`src/rtl/ahb_decoder_ctrl.sv`:
```
// AHB address decoder and data-phase controller for a 4-slave read-data/response mux,
// with a built-in default slave that answers unmapped transfers with a two-cycle ERROR.
//
// state  | meaning
// NOXFER | no transfer in data phase (IDLE/BUSY or after reset); zero-wait OKAY
// SLAVE  | mapped slave owns the data phase; hready/hresp pass through from the mux
// ERR1   | default slave, first ERROR cycle (hready low)
// ERR2   | default slave, second ERROR cycle (hready high)
module ahb_decoder_ctrl #(
    parameter logic [3:0] S1_BASE = 4'h0,
    parameter logic [3:0] S2_BASE = 4'h1,
    parameter logic [3:0] S3_BASE = 4'h2,
    parameter logic [3:0] S4_BASE = 4'h3
) (
    input  logic        hclk,
    input  logic        hreset,
    input  logic [31:0] haddr,
    input  logic [1:0]  htrans,
    input  logic        mux_hreadyout,
    input  logic        mux_hresp,
    output logic        hsel_1,
    output logic        hsel_2,
    output logic        hsel_3,
    output logic        hsel_4,
    output logic [1:0]  sel,
    output logic        hready,
    output logic        hresp
);

    typedef enum logic [1:0] {
        NOXFER = 2'b00,
        SLAVE  = 2'b01,
        ERR1   = 2'b10,
        ERR2   = 2'b11
    } state_t;

    state_t     state;
    state_t     state_nxt;
    logic [1:0] sel_nxt;
    logic       valid;
    logic       match_1;
    logic       match_2;
    logic       match_3;
    logic       match_4;
    logic       unmapped;
    logic       unused_bits;

    assign unused_bits = ^{haddr[27:0], htrans[0]};

    // Priority chain: lowest-numbered slave wins when bases overlap.
    assign valid   = htrans[1];
    assign match_1 = (haddr[31:28] == S1_BASE);
    assign match_2 = (haddr[31:28] == S2_BASE);
    assign match_3 = (haddr[31:28] == S3_BASE);
    assign match_4 = (haddr[31:28] == S4_BASE);

    assign hsel_1   = valid && match_1;
    assign hsel_2   = valid && match_2 && !match_1;
    assign hsel_3   = valid && match_3 && !match_1 && !match_2;
    assign hsel_4   = valid && match_4 && !match_1 && !match_2 && !match_3;
    assign unmapped = valid && !(match_1 || match_2 || match_3 || match_4);

    always_comb begin
        state_nxt = state;
        sel_nxt   = sel;
        hready    = 1'b1;
        hresp     = 1'b0;

        case (state)
            NOXFER: begin
                hready = 1'b1;
                hresp  = 1'b0;
            end
            SLAVE: begin
                hready = mux_hreadyout;
                hresp  = mux_hresp;
            end
            ERR1: begin
                hready = 1'b0;
                hresp  = 1'b1;
            end
            ERR2: begin
                hready = 1'b1;
                hresp  = 1'b1;
            end
            default: begin
                hready = 1'b1;
                hresp  = 1'b0;
            end
        endcase

        // sel only moves on a mapped transfer; unmapped/idle keep the last slave selected.
        if (state == ERR1) begin
            state_nxt = ERR2;
        end else if (hready) begin
            if (hsel_1) begin
                state_nxt = SLAVE;
                sel_nxt   = 2'b00;
            end else if (hsel_2) begin
                state_nxt = SLAVE;
                sel_nxt   = 2'b01;
            end else if (hsel_3) begin
                state_nxt = SLAVE;
                sel_nxt   = 2'b10;
            end else if (hsel_4) begin
                state_nxt = SLAVE;
                sel_nxt   = 2'b11;
            end else if (unmapped) begin
                state_nxt = ERR1;
            end else begin
                state_nxt = NOXFER;
            end
        end
    end

    always_ff @(posedge hclk) begin
        if (hreset) begin
            state <= NOXFER;
            sel   <= 2'b00;
        end else begin
            state <= state_nxt;
            sel   <= sel_nxt;
        end
    end

endmodule
```
`config.mk`:
```
export PLATFORM = sky130hd
export DESIGN_NAME = ahb_decoder_ctrl
export DESIGN_NICKNAME = d
export VERILOG_FILES = /design/src/rtl/ahb_decoder_ctrl.sv
export SDC_FILE = /design/constraint.sdc
export NUM_CORES = 1
export LEC_CHECK = 0
export CAP_MARGIN = 25
export CORE_MARGIN = 5
export CORE_UTILIZATION = 23
export CTS_CLUSTER_SIZE = 25
export DETAILED_ROUTE_END_ITERATION = 8
export PLACE_DENSITY = 0.77
export SYNTH_ARGS = -nofsm -noshare
export SYNTH_HDL_FRONTEND = slang
export SYNTH_SLANG_ARGS = --single-unit
export TNS_END_PERCENT = 20
```
`constraint.sdc`:
```
create_clock -name hclk -period 1.75 [get_ports hclk]
set_input_delay 0.2625 -clock hclk [delete_from_list [all_inputs] [get_ports hclk]]
set_output_delay 0.2625 -clock hclk [all_outputs]
set_load 0.1 [all_outputs]
```
==> key figures <==
CTS
  • Hold Buf Count CTS: 0
  • Clock Tree Root: clkbuf_4
  • TritonCTS clock tree: done
  • Total CTS buffers: 3
  • Num Clock Sinks: 4
  • Clk slew on worst S/H paths: 0.03 ns
  • Setup Fix Bufs, Post-CTS: 0
  • H-tree depth: 1
  • Clk_lat worst skew: about 0.23 ns
  • Clock buffer depth: 2

Finish
  • Final Instance Area: 687 um^2
  • Fillers: 128
  • Final Net Count: 106
  • Synthesis-to-finish area growth: 106%
  • Area of the multi-input gates: 285 um^2
  • Register area: 82.6 um^2
  • Final core occ: 0.515
  • Share of layout cells above drive strength 1: 0.426
  • Finished Layout Cells: 76
  • N_diodes: 0

Power
  • Max rail drop VDD: approximately 1000 uV
  • Pwr dens: 1130 mW/mm^2
  • Leakage power: between 0.0002 and 0.0003 uW
  • Tot Pwr: slightly below 800 uW

Worst setup path
  • Crit Path Category: reg2out
  • Reg2reg start: state[0]
  • CP Data Arrival Time: around 1.4 ns
  • CP required: ~1.5 ns
  • Crit-path cells: inv_1, ha_1, a211oi_1, nor2_2, buf_12
  • Worst setup EP type: output port
  • CP max-delay cell: dfxtp_2
  • Critical path startpoint: state[0]
  • CP peak stage delay: 0.36 ns
  • Critical Path Fanout Max: 5
  • CP delay by family, top: flip-flops
  • Worst setup SP type: flop
  • R2r setup slk: roughly 0.29 ns
  • Crit path buf inv count: 2

GRT
  • Number of global-route vias before repair: between 300 and 400
  • Global Route Usage Sum: 0.0913
  • First-pass GRT wire length: roughly 1300 um
  • Initial antenna violation count: 0
  • Pin count of the biggest net entering global routing: 7
  • Total gr overflow: 0

Yosys
  • EDFF count, synth: 0
  • Yosys reg bits: 4
  • Synth top area share: 0.241
  • Share of synthesized registers carrying an async set or reset: 0
  • Syn avg cell area: just under 9 um^2
  • Yosys warns: 0
  • Synth cell types: 17
  • Mapped Cells: 38
  • Seq/Total Area, Yosys: 0.241
  • Area contributors post-synth: dfxtp_1 (24%), ha_1 (19%), nand2b_1 (7.5%), nor4_4 (6.4%), mux2i_1 (6.0%)
  • Area leader, netlist: dfxtp_1
  • Mapped Area: about 330 um^2
  • Commonest cells in the netlist: ha_1 (5), dfxtp_1 (4), nand2b_1 (4)
  • Net Count, Synth: 81
  • Ys flop type: dfxtp_1
  • Most numerous cell in the Yosys netlist: ha_1

Place
  • Placer Congestion: between 0.6 and 0.7
  • Post-DP HPWL: 706 um
  • I/O Buffers: 16
  • Placed Area: 637 um^2
  • Placed cell count: 73

STA
  • Hold Vio Cnt, Final: 0
  • Tmin final: 1.66 ns
  • Slew @ Worst Pin: 0.262 ns
  • Setup TNS Final: 0 ns
  • Fmax: roughly 0.6 GHz
  • Tcrit/Tclk final: 0.948
  • RSZ-0062 raised after global routing: false
  • Final setup fails: 0
  • Max Clock Skew: 0.00101 ns
  • Fin. max-slew vios: 0
  • Slew margin rel.: 0.824

Routing
  • Iter 0 DRT Violations: 4
  • Final wirelength: 824 um
  • Vias per cell: 4.54
  • DR vias: 345
  • DRC viols: 0
  • Routed wire length per instance: 10.8 um
  • DRT Pass-1 Iters: 4
  • Antenna Violating Nets Remaining: 0

Worst hold path
  • Worst Hold Class: reg2reg
  • Worst Hold Launch: sel[0]

Floorplanning
  • Die Y: ~48 um
  • Die width: just under 50 um
  • # rows: 13
  • I/O Pins: 46
  • Die area: about 0.0023 mm^2
  • Core Area: 0.00133 mm^2
  • Initial core utilization: 0.250

Status
  • Status: finished, final reports clean

Run
  • Number of max-cap violations: 0
[worst reg2reg max path, stage by stage (launching register included)]
cell and delay (ns):
dfxtp_2 0.36, inv_1 0.07, ha_1 0.28, nor2b_4 0.15, buf_4 0.14, nor4_4 0.18, mux2i_1 0.21
[through the flow]
stage	hold WS [ns]	setup WS, ns
2_1_floorplan	0.332	-0.441
3_3_place_gp	0.504	-0.119
3_5_place_dp	0.508	-0.141
4_1_cts	0.521	0.00124
5_1_grt	0.545	0.0179
6_report	0.514	0.0910
[final cells by class]
class | count | share of cell area
inverters | 3 | 0.0164
flip-flops and latches | 4 | 0.120
repair buffers | 20 | 0.388
clock buffers | 3 | 0.0328
well taps | 15 | 0.0273
multi-input cells | 31 | 0.415
[sequential cells by signal (all words and copies together), names as in the netlist]
register  flops
sel           2
state         2
[path summary, 6_finish.rpt]
kind | endpoint | cells past startpoint
worst max-delay path | hresp | 5
worst min-delay path | sel[0] | 2
worst max register to register | sel[1] | 6
worst min register to register | sel[0] | 2
[repair_timing]
action	in CTS	in global routing
endpoints found under the hold margin	0	0
endpoints found under the setup margin	5	1
gates resized for setup	8	4
pin swaps	2	0
[placed cells by master (no fill, tap or decap), types with 3 or more instances in the layout]
cell type,netlist,layout
buf_12,0,8
dlygate4sd2_1,0,3
clkbuf_4,0,3
clkdlybuf4s50_1,0,5
nand2b_1,4,4
buf_4,0,4
ha_1,5,5
o21ai_0,3,3
inv_1,3,3
[power by group]
group / switching [uW] / internal [uW] / total (uW)
registers: 19.8 / 112 / 132
clock network: 32.8 / 76.4 / 109
logic: 324 / 214 / 538
total: 377 / 402 / 779
[per-layer routing]
layer  part of all wire  vias to the layer above  global-route usage
met3              0.087                        4              0.0150
met2               0.47                       15               0.140
met5                  0                        -                   0
met4              0.063                        0               0.129
met1               0.37                      147              0.0881
li1                   -                      179                   -
[cells by family (layout without fill, tap and decap cells)]
| group | after synthesis | after routing | synth area share |
|---|---|---|---|
| AOI/OAI and AO/OA | 6 | 6 | 0.105 |
| adders and majority gates | 5 | 5 | 0.188 |
| buffers and inverters | 3 | 26 | 0.0338 |
| DFF | 4 | 4 | 0.241 |
| muxes | 2 | 2 | 0.0602 |
| and+or+nand+nor | 18 | 18 | 0.372 |
No activity file was read; power rests on OpenSTA's default activity.
